==> src/rtl/spi_encoder.sv <==
// spi_encoder: SPI mode-0 byte transmitter, MSB first. CSN stays low
// across back-to-back bytes and rises only when no byte is offered at
// a byte boundary. Every output is taken straight from a flop.
// Ports:
//   clk, rst              clock, synchronous active-high reset
//   tx_data/valid/ready   byte stream in (handshake when valid && ready)
//   sclk, mosi, csn       SPI bus out (sclk idles low, csn active low)
//   busy                  high whenever the FSM is not idle
//   byte_done             one-cycle pulse after each byte's last SCLK high phase
module spi_encoder #(
    parameter int HALF_PERIOD = 4,
    parameter int CS_SETUP    = 2,
    parameter int CS_IDLE     = 2
) (
    input  logic       clk,
    input  logic       rst,
    input  logic [7:0] tx_data,
    input  logic       tx_valid,
    output logic       tx_ready,
    output logic       sclk,
    output logic       mosi,
    output logic       csn,
    output logic       busy,
    output logic       byte_done
);

    localparam int MAX_A  = (HALF_PERIOD > CS_SETUP) ? HALF_PERIOD : CS_SETUP;
    localparam int MAX_PH = (MAX_A > CS_IDLE) ? MAX_A : CS_IDLE;
    // Phase counts 0..MAX_PH-1 and is cleared on every state change.
    localparam int PW     = (MAX_PH > 1) ? $clog2(MAX_PH) : 1;

    localparam logic [PW-1:0] HP_LAST = PW'(HALF_PERIOD - 1);
    localparam logic [PW-1:0] SU_LAST = PW'(CS_SETUP - 1);
    localparam logic [PW-1:0] ID_LAST = PW'(CS_IDLE - 1);
    localparam logic [PW-1:0] PH_ONE  = PW'(1);
    localparam logic [PW-1:0] PH_ZERO = '0;

    typedef enum logic [2:0] {
        ST_IDLE,
        ST_SETUP,
        ST_HIGH,
        ST_LOW,
        ST_HOLD,
        ST_GAP
    } state_t;

    state_t        state_q, state_d;
    logic [PW-1:0] phase_q, phase_d;
    logic [2:0]    bit_cnt_q, bit_cnt_d;
    logic [7:0]    shreg_q, shreg_d;
    logic          tx_ready_q, tx_ready_d;
    logic          sclk_q, sclk_d;
    logic          mosi_q, mosi_d;
    logic          csn_q, csn_d;
    logic          busy_q, busy_d;
    logic          byte_done_q, byte_done_d;

    logic          hs;
    logic          active;
    logic          last_high;

    always_comb begin
        state_d   = state_q;
        phase_d   = phase_q;
        bit_cnt_d = bit_cnt_q;
        shreg_d   = shreg_q;

        // tx_ready_q is only ever high in IDLE or at the byte boundary.
        hs        = tx_valid && tx_ready_q;
        last_high = (state_q == ST_HIGH) && (bit_cnt_q == 3'd7) &&
                    (phase_q == HP_LAST);

        unique case (state_q)
            ST_IDLE: begin
                if (hs) begin
                    state_d   = ST_SETUP;
                    shreg_d   = tx_data;
                    bit_cnt_d = 3'd0;
                    phase_d   = PH_ZERO;
                end
            end
            ST_SETUP: begin
                if (phase_q == SU_LAST) begin
                    state_d = ST_HIGH;
                    phase_d = PH_ZERO;
                end else begin
                    phase_d = phase_q + PH_ONE;
                end
            end
            ST_HIGH: begin
                if (phase_q == HP_LAST) begin
                    phase_d = PH_ZERO;
                    if (bit_cnt_q != 3'd7) begin
                        state_d   = ST_LOW;
                        bit_cnt_d = bit_cnt_q + 3'd1;
                        shreg_d   = {shreg_q[6:0], 1'b0};
                    end else if (hs) begin
                        // Back-to-back byte: no extra gap, CSN stays low.
                        state_d   = ST_LOW;
                        bit_cnt_d = 3'd0;
                        shreg_d   = tx_data;
                    end else begin
                        state_d = ST_HOLD;
                    end
                end else begin
                    phase_d = phase_q + PH_ONE;
                end
            end
            ST_LOW: begin
                if (phase_q == HP_LAST) begin
                    state_d = ST_HIGH;
                    phase_d = PH_ZERO;
                end else begin
                    phase_d = phase_q + PH_ONE;
                end
            end
            ST_HOLD: begin
                if (phase_q == HP_LAST) begin
                    state_d = ST_GAP;
                    phase_d = PH_ZERO;
                end else begin
                    phase_d = phase_q + PH_ONE;
                end
            end
            ST_GAP: begin
                if (phase_q == ID_LAST) begin
                    state_d = ST_IDLE;
                    phase_d = PH_ZERO;
                end else begin
                    phase_d = phase_q + PH_ONE;
                end
            end
            default: begin
                state_d = ST_IDLE;
                phase_d = PH_ZERO;
            end
        endcase

        // Outputs are decoded from the next state so they come out of flops
        // aligned with the state they belong to.
        active      = (state_d == ST_SETUP) || (state_d == ST_HIGH) ||
                      (state_d == ST_LOW)   || (state_d == ST_HOLD);
        csn_d       = !active;
        sclk_d      = (state_d == ST_HIGH);
        mosi_d      = active ? shreg_d[7] : 1'b0;
        busy_d      = (state_d != ST_IDLE);
        tx_ready_d  = (state_d == ST_IDLE) ||
                      ((state_d == ST_HIGH) && (bit_cnt_d == 3'd7) &&
                       (phase_d == HP_LAST));
        byte_done_d = last_high;
    end

    always_ff @(posedge clk) begin
        if (rst) begin
            state_q     <= ST_IDLE;
            phase_q     <= PH_ZERO;
            bit_cnt_q   <= 3'd0;
            shreg_q     <= 8'd0;
            tx_ready_q  <= 1'b0;
            sclk_q      <= 1'b0;
            mosi_q      <= 1'b0;
            csn_q       <= 1'b1;
            busy_q      <= 1'b0;
            byte_done_q <= 1'b0;
        end else begin
            state_q     <= state_d;
            phase_q     <= phase_d;
            bit_cnt_q   <= bit_cnt_d;
            shreg_q     <= shreg_d;
            tx_ready_q  <= tx_ready_d;
            sclk_q      <= sclk_d;
            mosi_q      <= mosi_d;
            csn_q       <= csn_d;
            busy_q      <= busy_d;
            byte_done_q <= byte_done_d;
        end
    end

    assign tx_ready  = tx_ready_q;
    assign sclk      = sclk_q;
    assign mosi      = mosi_q;
    assign csn       = csn_q;
    assign busy      = busy_q;
    assign byte_done = byte_done_q;

endmodule

==> config.mk <==
export PLATFORM = sky130hd
export DESIGN_NAME = spi_encoder
export DESIGN_NICKNAME = d
export VERILOG_FILES = /design/src/rtl/spi_encoder.sv
export SDC_FILE = /design/constraint.sdc
export NUM_CORES = 1
export LEC_CHECK = 0
export CAP_MARGIN = 15
export CELL_PAD_IN_SITES_DETAIL_PLACEMENT = 1
export CELL_PAD_IN_SITES_GLOBAL_PLACEMENT = 2
export CORE_MARGIN = 2
export CORE_UTILIZATION = 35
export CTS_CLUSTER_SIZE = 24
export DETAILED_ROUTE_END_ITERATION = 8
export GPL_TIMING_DRIVEN = 0
export PLACE_DENSITY = 0.9
export SETUP_SLACK_MARGIN = 0.02
export SYNTH_ARGS = -nofsm -noshare
export SYNTH_HDL_FRONTEND = slang
export SYNTH_SLANG_ARGS = --single-unit
export TNS_END_PERCENT = 20
==> constraint.sdc <==
create_clock -name clk -period 3.7 [get_ports clk]
set_input_delay 0.925 -clock clk [delete_from_list [all_inputs] [get_ports clk]]
set_output_delay 0.925 -clock clk [all_outputs]
set_load 0.05 [all_outputs]
==> summary.md <==
| Metric | Value |
|---|---|
| Status | `complete, no violations` |
| Post-CTS Setup Bufs | `0` |
| HPWL Detailed | `2.25 mm` |
| Worst Skew | `0.00339 ns` |
| TritonCTS Sinks | `22` |
| Max Slew Vio Count | `0` |
| Crit path required time | `2.77 ns` |
| Stages on the worst setup path | `1` |
| Nets | `169` |
| Worst-path cell chain | `clkdlybuf4s50_1` |
| Min-delay src | `shreg_q[6]$_SDFFE_PP0P_` |
| Seq pwr share | `50.9%` |
| Io pins | `17` |
| Cells after Synth | `133` |
| Internal power | `355 uW` |
| PD cells | `372 mW/mm^2` |
| DR pass1 iterations | `4` |
| Hold Crit Class | `reg2reg` |
| Routed vias/inst | `5.19` |
| Post-synth top flop | `dfxtp_1` |
| Largest net degree at the start of global routing | `12` |
| Slew headroom | `63.3%` |
| Simple-gate share of the synthesized area | `31.1%` |
| I/O Buffers | `15` |
| Max-cap violation count | `0` |
| Cell Rows | `21` |
| Antenna Nets Post-Route | `0` |
| Worst Path Max Fanout | `5` |
| Die height | `62.2 microns` |
| Worst IR Drop VDD | `about 0.15 mV` |
| RR Startpoint | `bit_cnt_q[0]$_SDFF_PP0_` |
| Share of post-route cells with drive strength above 1 | `11.9%` |
| Chip width | `62.2 microns` |
| Synthesis Warnings | `0` |
| Synth unique cells | `44` |
| Nature of the critical path startpoint | `register` |
| Remaining DRCs | `0` |
| Reg2Reg Depth | `7` |
| Fmax | `396 MHz` |
| Post-synthesis mux area share | `0.843%` |
| Syn_area_per_cell | `slightly below 9 sq um` |
| Final Core Density | `43.2%` |
| Leak | `0.549 nW` |
| Min Tclk post-route | `2.53 ns` |
| Initial antenna violation count | `0` |
| Routed vias | `~1000` |
| Hold EP | `shreg_q[6]$_SDFFE_PP0P_` |
| Total grt overflow | `0` |
| CP max stage delay | `around 0.84 ns` |
| CTS tree | `done` |
| Initial Utilization | `36.2%` |
| Psw | `172 uW` |
| Worst slack at placement | `between 1 and 1.5 ns` |
| RSZ-0062 raised after global routing | `no` |
| Hold depth | `2` |
| First-pass GRT wire length | `just over 5 mm` |
| # setup viols final | `0` |
| Per-cell routed wire length | `roughly 15 microns` |
| Hold Fails Final Rpt | `0` |
| Final Cell Area | `0.00142 sq mm` |
| Async set-or-reset flop fraction in the synthesized netlist | `0%` |
| GRT Total Usage | `17.0%` |
| Area Overhead vs Synth | `19.4%` |
| Drt initial violations | `78` |
| CTS Hold Bufs | `0` |
| EDFF count, synth | `0` |
| CTS max path bufs | `2` |
| CTS Buf Count | `3` |
| # diodes | `0` |
| Worst-Margin Slew | `0.550 ns` |
| Latest clock arrival within the worst-skew pair | `about 0.31 ns` |
| CP delay by family, top | `buffers and inverters` |
| Dpl cell area | `about 0.0014 sq mm` |
| CP max stage cell | `clkdlybuf4s50_1` |
| Die area | `~0.0039 sq mm` |
| Net Sw Frac | `32.7%` |
| Syn_nets | `149` |
| H-tree depth | `1` |
| WS Path Type | `reg2out` |
| Setup TNS Final | `0 ns` |
| Reg2reg setup slack | `roughly 1.6 ns` |
| Synth Area in Compound Gates | `19.0%` |
| Tcrit/Tclk final | `68.3%` |
| Clock share of power | `21.4%` |
| Clock root cell | `clkbuf_4` |
| Sequential area share after synthesis | `37.1%` |
| Setup slack after layout | `1.17 ns` |
| Post_cts resized | `0` |
| Worst Setup End Kind | `output port` |
| Syn Std Cell Area | `around 0.0012 sq mm` |
| Vias in the first global route | `1042` |
| Clk slew on worst S/H paths | `between 0.1 and 0.15 ns` |
| Combinational share of power | `27.6%` |
| Critical path data arrival time | `1.60 ns` |
| CORE AREA | `0.00328 sq mm` |
| Final wirelength | `2.96 mm` |
| Routability cong. | `0.890` |
| Yosys reg bits | `22` |
| Synth Area in Adders | `5.27%` |
| Post-synthesis xor/xnor area fraction | `less than 1%` |
| Largest family of logic cells by synthesized area | `simple AND/OR/NAND/NOR gates` |
| Worst r2r dst | `tx_ready$_SDFF_PP0_` |
| Crit path buffers/inverters | `1` |
## state kept, by name, indices dropped and copies added (netlist names)
register and count:
shreg_q 8, mosi 1, sclk 1, busy 1
csn 1, bit_cnt_q 3, state_q 3, byte_done 1
tx_ready 1, phase_q 2
## layer usage
layer / track usage, % / routed length, microns
met2: 25.7 / 1410
met4: 5.83 / 0
met5: 0 / 0
met1: 24.4 / 1480
met3: 2.90 / 78
## layout by cell type, fill, tap and decap left out, types with 2 or more instances in the layout
cell             synthesis  final
clkdlybuf4s50_1          0     15
buf_2                    3      3
nor2_1                  18     18
a211o_1                  2      2
nor3b_1                  4      4
a31oi_1                  2      2
inv_1                    4      4
buf_6                    3      3
dfxtp_1                 22     22
nor3_1                   8      8
ha_1                     5      5
a21oi_1                  9      9
o21ai_0                  2      2
nand2_1                  7      7
nor2b_1                  3      3
clkbuf_4                 0      3
a222oi_1                 2      2
o32a_1                   2      2
a22oi_1                  2      2
nand4bb_1                2      2
a21oi_2                  2      2
nor4_1                   3      3
and2_1                   5      5
## kinds of logic after synthesis
kind of cell	count (synthesis)
buf+inv	12
compound gates	29
xor+xnor	1
fa+ha+maj	5
simple gates	63
flops	22
mux	1
## synthesized netlist by cell type (2+ instances only)
cell type,n,share of area (%)
a22oi_1,2,1.3
nor3_1,8,3.4
o32a_1,2,1.7
buf_2,3,1.3
nor3b_1,4,2.5
a211o_1,2,1.5
nor2_1,18,5.7
nand2_1,7,2.2
a222oi_1,2,1.7
and2_1,5,2.6
a31oi_1,2,1.1
nor2b_1,3,1.6
dfxtp_1,22,37
a21oi_1,9,3.8
a21oi_2,2,1.5
o21ai_0,2,0.84
inv_1,4,1.3
nor4_1,3,1.6
ha_1,5,5.3
buf_6,3,2.8
nand4bb_1,2,1.9
## cell type report
| class | count | area (sq um) |
|---|---|---|
| buffer | 7 | 52.6 |
| inverter | 5 | 18.8 |
| clock buffer | 3 | 22.5 |
| sequential | 22 | 440 |
| tap | 46 | 57.6 |
| timing repair buffer | 15 | 150 |
| multi-input combinational | 99 | 676 |
| fill | 396 | 1870 |
## through the flow
stage	instances	hold WS (ns)	power, mW
6_report	197	0.464	0.527
3_3_place_gp	194	0.450	0.414
4_1_cts	197	0.466	0.532
5_1_grt	197	0.501	0.557
2_1_floorplan	133	0.433	0.373
3_5_place_dp	194	0.448	0.419
## power groups by stage
stage / logic [mW] / registers [mW] / clock network, mW
floorplan: 0.0845 / 0.288 / 0
global placement: 0.142 / 0.273 / 0
detailed placement: 0.145 / 0.274 / 0
CTS: 0.146 / 0.268 / 0.118
global route: 0.159 / 0.271 / 0.127
finish: 0.146 / 0.268 / 0.113
## worst max path at each step
stage,startpoint,slack [ns],end
floorplan,rst,1.75,tx_ready$_SDFF_PP0_
global placement,tx_valid,1.09,tx_ready$_SDFF_PP0_
detailed placement,tx_valid,1.07,tx_ready$_SDFF_PP0_
CTS,tx_ready$_SDFF_PP0_,1.16,tx_ready
global route,tx_ready$_SDFF_PP0_,1.10,tx_ready
finish,tx_ready$_SDFF_PP0_,1.17,tx_ready
(Power assumes the default switching activity.)
